===== config.mk =====
export PLATFORM = sky130hd
export DESIGN_NAME = word_serializer
export DESIGN_NICKNAME = d
export VERILOG_FILES = /design/src/rtl/serializer_pkg.sv /design/src/rtl/word_serializer_mux.sv /design/src/rtl/word_serializer.sv
export SDC_FILE = /design/constraint.sdc
export NUM_CORES = 1
export LEC_CHECK = 0
export CAP_MARGIN = 20
export CORE_ASPECT_RATIO = 0.9
export CORE_UTILIZATION = 53
export CTS_BUF_LIST = sky130_fd_sc_hd__clkbuf_4 sky130_fd_sc_hd__clkbuf_8
export CTS_CLUSTER_DIAMETER = 100
export DETAILED_ROUTE_END_ITERATION = 12
export MAX_ROUTING_LAYER = met4
export PLACE_DENSITY_LB_ADDON = 0.2
export REMOVE_ABC_BUFFERS = 1
export SYNTH_ARGS = -nofsm -noshare
export SYNTH_HDL_FRONTEND = slang
export SYNTH_SLANG_ARGS = --single-unit

===== constraint.sdc =====
create_clock -name clk -period 2.4 [get_ports clk]
set_input_delay 0.48 -clock clk [delete_from_list [all_inputs] [get_ports clk]]
set_output_delay 0.48 -clock clk [all_outputs]
set_load 0.01 [all_outputs]

===== src/rtl/serializer_pkg.sv =====
// Shared definitions for the word serializer: widths and FSM state type.
package serializer_pkg;

  localparam int WORD_W = 32;
  localparam int SEL_W  = 5;
  localparam int GAP_W  = 4;

  typedef enum logic [1:0] {
    IDLE  = 2'd0,
    SHIFT = 2'd1,
    GAP   = 2'd2
  } ser_state_t;

endpackage


===== src/rtl/word_serializer_mux.sv =====
// ThirtyTwoToOneMux: picks one bit of a 32-bit word by a 5-bit selector.
module ThirtyTwoToOneMux
  import serializer_pkg::*;
(
  input  logic [WORD_W-1:0] input_lines,
  input  logic [SEL_W-1:0]  selector_bits,
  output logic              output_line
);

  // Plain indexed select; every selector value addresses a real bit.
  always_comb output_line = input_lines[selector_bits];

endmodule


===== src/rtl/word_serializer.sv =====
// word_serializer: accepts a 32-bit word plus length and shifts it out one
// bit per handshake, optionally followed by GAP_CYCLES idle cycles.
// Bit order: LSB first by default; define SERIALIZER_MSB_FIRST_EN to start at
// bit in_len and count down to bit 0 instead.
//
// state | meaning
// IDLE  | waiting for a word, in_ready high
// SHIFT | presenting data_q[sel_q]; back-to-back reload when GAP_CYCLES = 0
// GAP   | GAP_CYCLES quiet cycles after a word, no input accepted
module word_serializer
  import serializer_pkg::*;
#(
  parameter int GAP_CYCLES = 0
)
(
  input  logic              clk,
  input  logic              reset_n,
  input  logic              in_valid,
  output logic              in_ready,
  input  logic [WORD_W-1:0] in_data,
  input  logic [SEL_W-1:0]  in_len,
  output logic              out_valid,
  input  logic              out_ready,
  output logic              out_bit,
  output logic              out_last,
  output logic              busy
);

  // Gap counter counts down to zero, so it is loaded with one less than the gap.
  localparam logic [GAP_W-1:0] GAP_LOAD = (GAP_CYCLES > 0) ? GAP_W'(GAP_CYCLES - 1) : '0;

  ser_state_t        stateQ;
  ser_state_t        stateNext;
  logic [WORD_W-1:0] data_q;
  logic [SEL_W-1:0]  len_q;
  logic [SEL_W-1:0]  sel_q;
  logic [GAP_W-1:0]  gapCnt;

  logic [SEL_W-1:0]  startSel;
  logic [SEL_W-1:0]  endSel;
  logic [SEL_W-1:0]  nextSel;
  logic              isLast;
  logic              muxBit;
  logic              loadWord;
  logic              stepSel;
  logic              loadGap;

`ifdef SERIALIZER_MSB_FIRST_EN
  assign startSel = in_len;
  assign endSel   = '0;
  assign nextSel  = sel_q - 1'b1;
`else
  assign startSel = '0;
  assign endSel   = len_q;
  assign nextSel  = sel_q + 1'b1;
`endif

  assign isLast = (sel_q == endSel);

  ThirtyTwoToOneMux uMux (
    .input_lines   (data_q),
    .selector_bits (sel_q),
    .output_line   (muxBit)
  );

  // State register.
  always_ff @(posedge clk or negedge reset_n) begin
    if (!reset_n) begin
      stateQ <= IDLE;
    end else begin
      stateQ <= stateNext;
    end
  end

  // Next-state decode and handshake outputs.
  always_comb begin
    stateNext = stateQ;
    in_ready  = 1'b0;
    out_valid = 1'b0;
    loadWord  = 1'b0;
    stepSel   = 1'b0;
    loadGap   = 1'b0;
    case (stateQ)
      IDLE: begin
        in_ready = 1'b1;
        if (in_valid) begin
          loadWord  = 1'b1;
          stateNext = SHIFT;
        end
      end
      SHIFT: begin
        out_valid = 1'b1;
        if (out_ready) begin
          if (!isLast) begin
            stepSel = 1'b1;
          end else if (GAP_CYCLES == 0) begin
            // Last bit leaves this cycle, so a new word can be taken without a bubble.
            in_ready = 1'b1;
            if (in_valid) begin
              loadWord = 1'b1;
            end else begin
              stateNext = IDLE;
            end
          end else begin
            loadGap   = 1'b1;
            stateNext = GAP;
          end
        end
      end
      GAP: begin
        if (gapCnt == '0) begin
          stateNext = IDLE;
        end
      end
      default: stateNext = IDLE;
    endcase
  end

  assign busy     = (stateQ != IDLE);
  assign out_bit  = out_valid & muxBit;
  assign out_last = out_valid & isLast;

  // Word capture, bit selector stepping and gap timer.
  always_ff @(posedge clk or negedge reset_n) begin
    if (!reset_n) begin
      data_q <= '0;
      len_q  <= '0;
      sel_q  <= '0;
      gapCnt <= '0;
    end else begin
      if (loadWord) begin
        data_q <= in_data;
        len_q  <= in_len;
        sel_q  <= startSel;
      end else if (stepSel) begin
        sel_q <= nextSel;
      end
      if (loadGap) begin
        gapCnt <= GAP_LOAD;
      end else if ((stateQ == GAP) && (gapCnt != '0)) begin
        gapCnt <= gapCnt - 1'b1;
      end
    end
  end

endmodule


==> results.toml, run 1 <==
[setup_path]
slowest_stage = "mux4_2"
critPathLaunch = "sel_q[0]"
slowest_delay_ns = 0.49
criticalPathCategory = "reg -> out"
endpoint_kind = "output port"
worstReg2RegStart = "sel_q[0]"
required_ns = 1.92
arrival_ns = 1.96
start_kind = "flip-flop"
crit_fanout = 5
path_cells = "buf_6 -> mux4_2 -> mux2i_1 -> o21ai_1 -> nor2_1 -> a211oi_2 -> clkbuf_2"

[power]
comb_power_share = 0.464
ir_worst_vdd_mv = 0.590
p_int_mw = 2.29
leakage_nw = 1.32
pwr_density_cell_nw_per_um2 = 1200
seqPwrFrac = 0.396
p_sw_mw = 1.09
power.share.clock = 0.141
p_sw_frac = 0.323
power.total_mw = 3.37

[final_layout]
final_cell_area_um2 = 2820
drive_gt1_frac = 0.359
fin_nets = 247
areaGrowthSynthToFinish_pct = 29.4
diodes = 0
final_util = 0.735
fillCellCount = 257

[routing]
wl_mm = 4.22
antenna_left = 0
viasPerCell = 5.57
dr_total_vias = 1403
drc = 0
drtIter0Drc = 38
wire_per_inst_um = 16.7
first_pass_iters = 4

[floorplanning]
die_x_um = 69.6
coreArea_um2 = 3840
row_count = 21
die-area_um2 = 4370
die_h_um = 62.8
pin_count = 46
start_util = 0.568

[sta]
setup_ws_ns = -0.0371
fin_hold_ws_ns = 0.303
hold_viol = 0
final_max_slew_viol_count = 0
fin_setup_tns_ns = -0.0371
slew_headroom = 0.382
skew_ns = 0.00963
rsz0062_at_grt = "true"
fin_crit_sh = 1.02
report.final.setup_viol = 1
worst_pin_slew_ns = 0.927
fin_crit_ns = 2.44
fmax_mhz = 410

[yosys]
synthMostInstantiatedCell = "dfrtp_1"
synth-seq-cells = 43
yosysUniqueCellTypes = 37
synth_area_leader_cell = "dfrtp_1"
syn_area_per_cell_um2 = 14.5
netlist_instances = 150
synth_top_area_share = 0.494
synth-seq-area-share = 0.494
synth-edff-count = 0
synthFlopType = "dfrtp_1"
synthTopCellsByArea = "dfrtp_1 49%, mux2_4 21%, mux4_2 6.2%"
synth_commonest_cells = "43 x dfrtp_1, 30 x mux2_4, 8 x mux2_2"
yosys_warnings = 0
async_flop_share = 1.00
synthesis.area_um2 = 2180

[clocking]
clk_pin_slew_ns = 0.08
cts_made_buffers = 5
htreeDepth = 2
cts-root-buf = "clkbuf_8"
insertion_delay_ns = 0.31
clock_path_buffers = 2
clock-sinks = 43
cts_tree = "done"

[global_route]
grt_use_total = 0.226
grt-ovfl-total = 0
antenna_found_initial = 0
grt_pass1_vias = 1502
grt_pass1_wl_mm = 7.35
grt_max_degree = 44

[min_path]
hold_path.class = "in -> async"

[placement]
dpl.hpwl_mm = 3.01
place_area_um2 = 2710
portBuffers = 45
gp_congestion = 0.896

[status]
violations = "setup timing"
status = "complete, but fails checks"

[flow_run]
maxCapViolCount = 0
[power groups by stage]
stage	logic [mW]	clock network (mW)	registers, mW
global placement	1.47	0	1.33
global route	1.70	0.513	1.38
finish	1.56	0.475	1.34
floorplan	1.07	0	1.30
CTS	1.53	0.487	1.33
detailed placement	1.52	0	1.34
[through the flow]
step / setup slack [ns] / std cells
finish: -0.0371 / 252
global route: -0.103 / 252
CTS: -0.182 / 251
detailed placement: -0.0301 / 243
global placement: -0.0138 / 243
floorplan: 0.0481 / 142
[sequential cells by signal (all words and copies together) (netlist names)]
signal,cells
data_q,32
endSel,5
sel_q,5
stateQ,1
[path summary, 6_finish.rpt]
kind,end,slack [ns],depth (start not counted)
setup / recovery,out_bit,-0.04,7
hold / removal,endSel[2],0.30,1
setup reg to reg,data_q[15],0.20,9
hold reg to reg,data_q[6],0.51,1
max in group asynchronous,sel_q[2],1.46,1
min in group clk,data_q[6],0.51,1
[metal layers]
| layer | part of all wire | global-route usage |
|---|---|---|
| met5 | 0 | - |
| met3 | 0.053 | 0.0548 |
| met2 | 0.47 | 0.335 |
| met1 | 0.45 | 0.289 |
| met4 | 0.027 | 0.120 |
[what timing repair did]
action                                  4_1_cts  5_1_grt
gates cloned                                  0        0
setup buffers                                 0        1
pin swaps                                     1        2
hold buffers                                  0        0
endpoints found under the setup margin        3        3
resized for setup                             4       10
[logic make-up (layout without fill, tap and decap cells)]
family | Yosys count | count (layout) | share of synthesized area
buf+inv | 12 | 68 | 0.0339
xor+xnor | 4 | 4 | 0.0161
simple gates | 19 | 19 | 0.0448
compound gates | 22 | 22 | 0.0724
fa+ha+maj | 1 | 1 | 0.00574
flops | 43 | 43 | 0.494
mux | 49 | 49 | 0.333
[cells in the final DEF, fill, tap and decap left out, types with 2 or more instances in the layout]
| cell | synthesis | layout |
|---|---|---|
| nand2_1 | 6 | 6 |
| mux2i_1 | 5 | 5 |
| o21ai_0 | 7 | 6 |
| mux2_4 | 30 | 30 |
| mux4_2 | 6 | 6 |
| xor2_1 | 2 | 2 |
| nor2_1 | 3 | 3 |
| nand2b_1 | 2 | 2 |
| xnor2_1 | 2 | 2 |
| mux2_2 | 8 | 8 |
| a21oi_1 | 3 | 3 |
| buf_4 | 1 | 9 |
| clkbuf_2 | 0 | 2 |
| clkdlybuf4s50_1 | 0 | 41 |
| a31oi_1 | 3 | 3 |
| inv_1 | 2 | 2 |
| clkbuf_4 | 0 | 2 |
| clkbuf_8 | 0 | 5 |
| dfrtp_1 | 43 | 42 |
[area by class of cell]
type / count / area, um^2 / area share
inverter: 4 / 15.0 / 0.00533
clock buffer: 7 / 83.8 / 0.0298
sequential: 43 / 1080 / 0.382
tap: 46 / 57.6 / 0.0204
multi-input combinational: 95 / 1040 / 0.371
timing repair buffer: 56 / 534 / 0.190
clock inverter: 1 / 5.00 / 0.00178
[critical path, delay by kind of cell (launching register included)]
family	cells	cell delay [ns]
multiplexers	2	0.67
AO/OA/AOI/OAI	2	0.16
flip-flops	1	0.37
buffers and inverters	2	0.27
AND/OR/NAND/NOR	1	0.18
Note: power is estimated with default switching activity, not from simulation.
==> run 2: changes to the inputs <==
--- a/config.mk
+++ b/config.mk
@@ -5,7 +5,6 @@
 export SDC_FILE = /design/constraint.sdc
 export NUM_CORES = 1
 export LEC_CHECK = 0
-export CAP_MARGIN = 20
 export CORE_ASPECT_RATIO = 0.9
 export CORE_UTILIZATION = 53
 export CTS_BUF_LIST = sky130_fd_sc_hd__clkbuf_4 sky130_fd_sc_hd__clkbuf_8
==> results of run 2 <==
Final layout, timing and power as in run 1 (identical DEF).
==> run 3: changes to the inputs <==
--- a/config.mk
+++ b/config.mk
@@ -6,13 +6,16 @@
 export NUM_CORES = 1
 export LEC_CHECK = 0
 export CORE_ASPECT_RATIO = 0.9
-export CORE_UTILIZATION = 53
+export CORE_MARGIN = 2
+export CORE_UTILIZATION = 52
 export CTS_BUF_LIST = sky130_fd_sc_hd__clkbuf_4 sky130_fd_sc_hd__clkbuf_8
 export CTS_CLUSTER_DIAMETER = 100
 export DETAILED_ROUTE_END_ITERATION = 12
 export MAX_ROUTING_LAYER = met4
 export PLACE_DENSITY_LB_ADDON = 0.2
 export REMOVE_ABC_BUFFERS = 1
+export SETUP_SLACK_MARGIN = 0.02
 export SYNTH_ARGS = -nofsm -noshare
 export SYNTH_HDL_FRONTEND = slang
+export SYNTH_HIERARCHICAL = 1
 export SYNTH_SLANG_ARGS = --single-unit
==> run 3 against run 2 <==
The run still ends with setup timing left. Worst setup slack better by 0.0051 ns. Die area up 7.4%. Area after synthesis down 0.63%. Power down 0.12%. Count of clock-buffer cells in the layout unchanged. Sequential share of layout area down 0.078 points. Clock power down 4.6%. Largest power group unchanged.
==> results.toml, run 3 <==
[final_layout]
fin_nets = 264
fillCellCount = 300
final_common_cell = "dfrtp_1"
max_flop_register = "data_q"
areaGrowthSynthToFinish_pct = 30.3
largest_reg_flops = 32
multi_input_area_um2 = 1030
final_cell_mix = "43 x dfrtp_1, 41 x clkdlybuf4s50_1, 29 x mux2_2"
drive_gt1_frac = 0.305
seq_area_um2 = 1080
diodes = 0
final_util = 0.697

[yosys]
yosysUniqueCellTypes = 36
synth-seq-cells = 43
syn_area_per_cell_um2 = 13.0
netlist_instances = 166
synth-edff-count = 0
synth_commonest_cells = "43 x dfrtp_1, 29 x mux2_2, 16 x mux2i_1"
synth_top_area_share = 0.497
synthesis.area_um2 = 2160
yosys_warnings = 6
synthTopCellsByArea = "dfrtp_1 50%, mux2_2 15%, mux2i_1 7.4%"
synthMostInstantiatedCell = "dfrtp_1"
synthFlopType = "dfrtp_1"
synth-seq-area-share = 0.497
async_flop_share = 1.00
synth_area_leader_cell = "dfrtp_1"

[floorplanning]
row_count = 22
coreArea_um2 = 4050
die-area_um2 = 4700
die_x_um = 72.0
start_util = 0.535
pin_count = 46
die_h_um = 65.2

[global_route]
grt_max_degree = 44
grt_use_total = 0.204
grt-ovfl-total = 0
grt_pass1_wl_mm = 7.17
grt_pass1_vias = 1530
antenna_found_initial = 0

[routing]
dr_total_vias = 1487
antenna_left = 0
wire_per_inst_um = 15.6
drc = 0
viasPerCell = 5.49
drtIter0Drc = 95
wl_mm = 4.22
first_pass_iters = 4

[sta]
slew_headroom = 0.378
skew_ns = 0.00623
fin_crit_ns = 2.43
setup_ws_ns = -0.0320
final_max_slew_viol_count = 0
fin_hold_ws_ns = 0.331
fin_setup_tns_ns = -0.0320
worst_pin_slew_ns = 0.933
fin_crit_sh = 1.01
rsz0062_at_grt = "true"
report.final.setup_viol = 1
fmax_mhz = 411
hold_viol = 0

[placement]
dp_slack_ns = -0.0600
dpl.hpwl_mm = 3.10
portBuffers = 45
gp_congestion = 0.813

[setup_path]
start_kind = "flip-flop"
reg2regPathDepth = 9
crit_fanout = 8
required_ns = 1.92
rrSetupSlack_ns = 0.32
slowest_stage = "dfrtp_1"
r2r-end = "endSel[3]"
critical_path_buf_inv_count = 2
path_cells = "buf_12 -> mux2i_2 -> a22oi_2 -> nand3_1 -> nand2_1 -> a311o_1 -> and2_1 -> buf_2"
criticalPathCategory = "reg -> out"
cp_top_family = "compound AO/OA/AOI/OAI gates"
slowest_delay_ns = 0.41
endpoint_kind = "output port"
worstReg2RegStart = "sel_q[2]"
arrival_ns = 1.95

[power]
ir_worst_vdd_mv = 0.551
power.total_mw = 3.37
leakage_nw = 1.27
pwr_density_cell_nw_per_um2 = 1200

[clocking]
clock_path_buffers = 2
cts_made_buffers = 5
htreeDepth = 2
clk_pin_slew_ns = 0.08
cts-root-buf = "clkbuf_8"
clock-sinks = 43
cts_tree = "done"
insertion_delay_ns = 0.29
hold_buffers = 0

[status]
status = "complete, but fails checks"
violations = "setup timing"

[min_path]
hold_path.class = "in -> async"

[flow_run]
maxCapViolCount = 0
[run 3: cell count changes after synthesis, sizes merged, moves of 3 or more]
| cell | delta |
|---|---|
| a22oi | +3 |
| xnor2 | +3 |
| mux2i | +11 |
| o21ai | -4 |
| nand2 | +3 |
| nand3 | +3 |
| mux4 | -6 |
| a31oi | -3 |
[run 3: cell type report]
class | instances | area share
clock buffer | 7 | 0.0297
multi-input combinational | 113 | 0.364
inverter | 1 | 0.00133
clock inverter | 1 | 0.00177
sequential | 43 | 0.382
timing repair buffer | 58 | 0.200
tap | 48 | 0.0213
[run 3: power breakdown]
part	switching [mW]	internal [mW]	total, mW
Combinational	0.633	0.941	1.57
Sequential	0.268	1.08	1.34
Clock	0.226	0.227	0.453
[run 3: cell families (layout without fill, tap and decap cells)]
logic type,count (synthesis),after routing,share of synthesized area
muxes,53,53,0.280
xor gates and xnor gates,5,5,0.0202
buffers and inverters,10,67,0.0382
and+or+nand+nor,33,33,0.0867
adders and majority gates,1,1,0.00578
DFF,43,43,0.497
AOI/OAI and AO/OA,21,21,0.0717
[run 3: how the worst max path moves through the flow]
stage,from,endpoint,depth (start not counted)
4_1_cts,sel_q[1],out_bit,8
3_3_place_gp,sel_q[1],out_bit,8
6_report,sel_q[1],out_bit,8
3_5_place_dp,sel_q[1],out_bit,8
2_1_floorplan,sel_q[1],data_q[0],5
5_1_grt,sel_q[1],out_bit,8
[run 3: what timing repair did]
item / in CTS / in global routing
pin swaps: 0 / 6
setup buffers: 1 / 3
setup endpoints to repair: 3 / 2
gates resized for setup: 9 / 3
[run 3: through the flow]
step | instances | instance area, um^2
floorplan | 157 | 2090
global placement | 259 | 2680
detailed placement | 259 | 2680
CTS | 268 | 2800
global route | 271 | 2820
finish | 271 | 2820
[run 3: routing by layer]
metal | GRT usage | share of wire | vias to the layer above
met3 | 0.0475 | 0.062 | 5
met5 | - | 0 | -
met2 | 0.315 | 0.49 | 51
met4 | 0.0495 | 0.0078 | 0
met1 | 0.275 | 0.44 | 723
li1 | - | - | 708
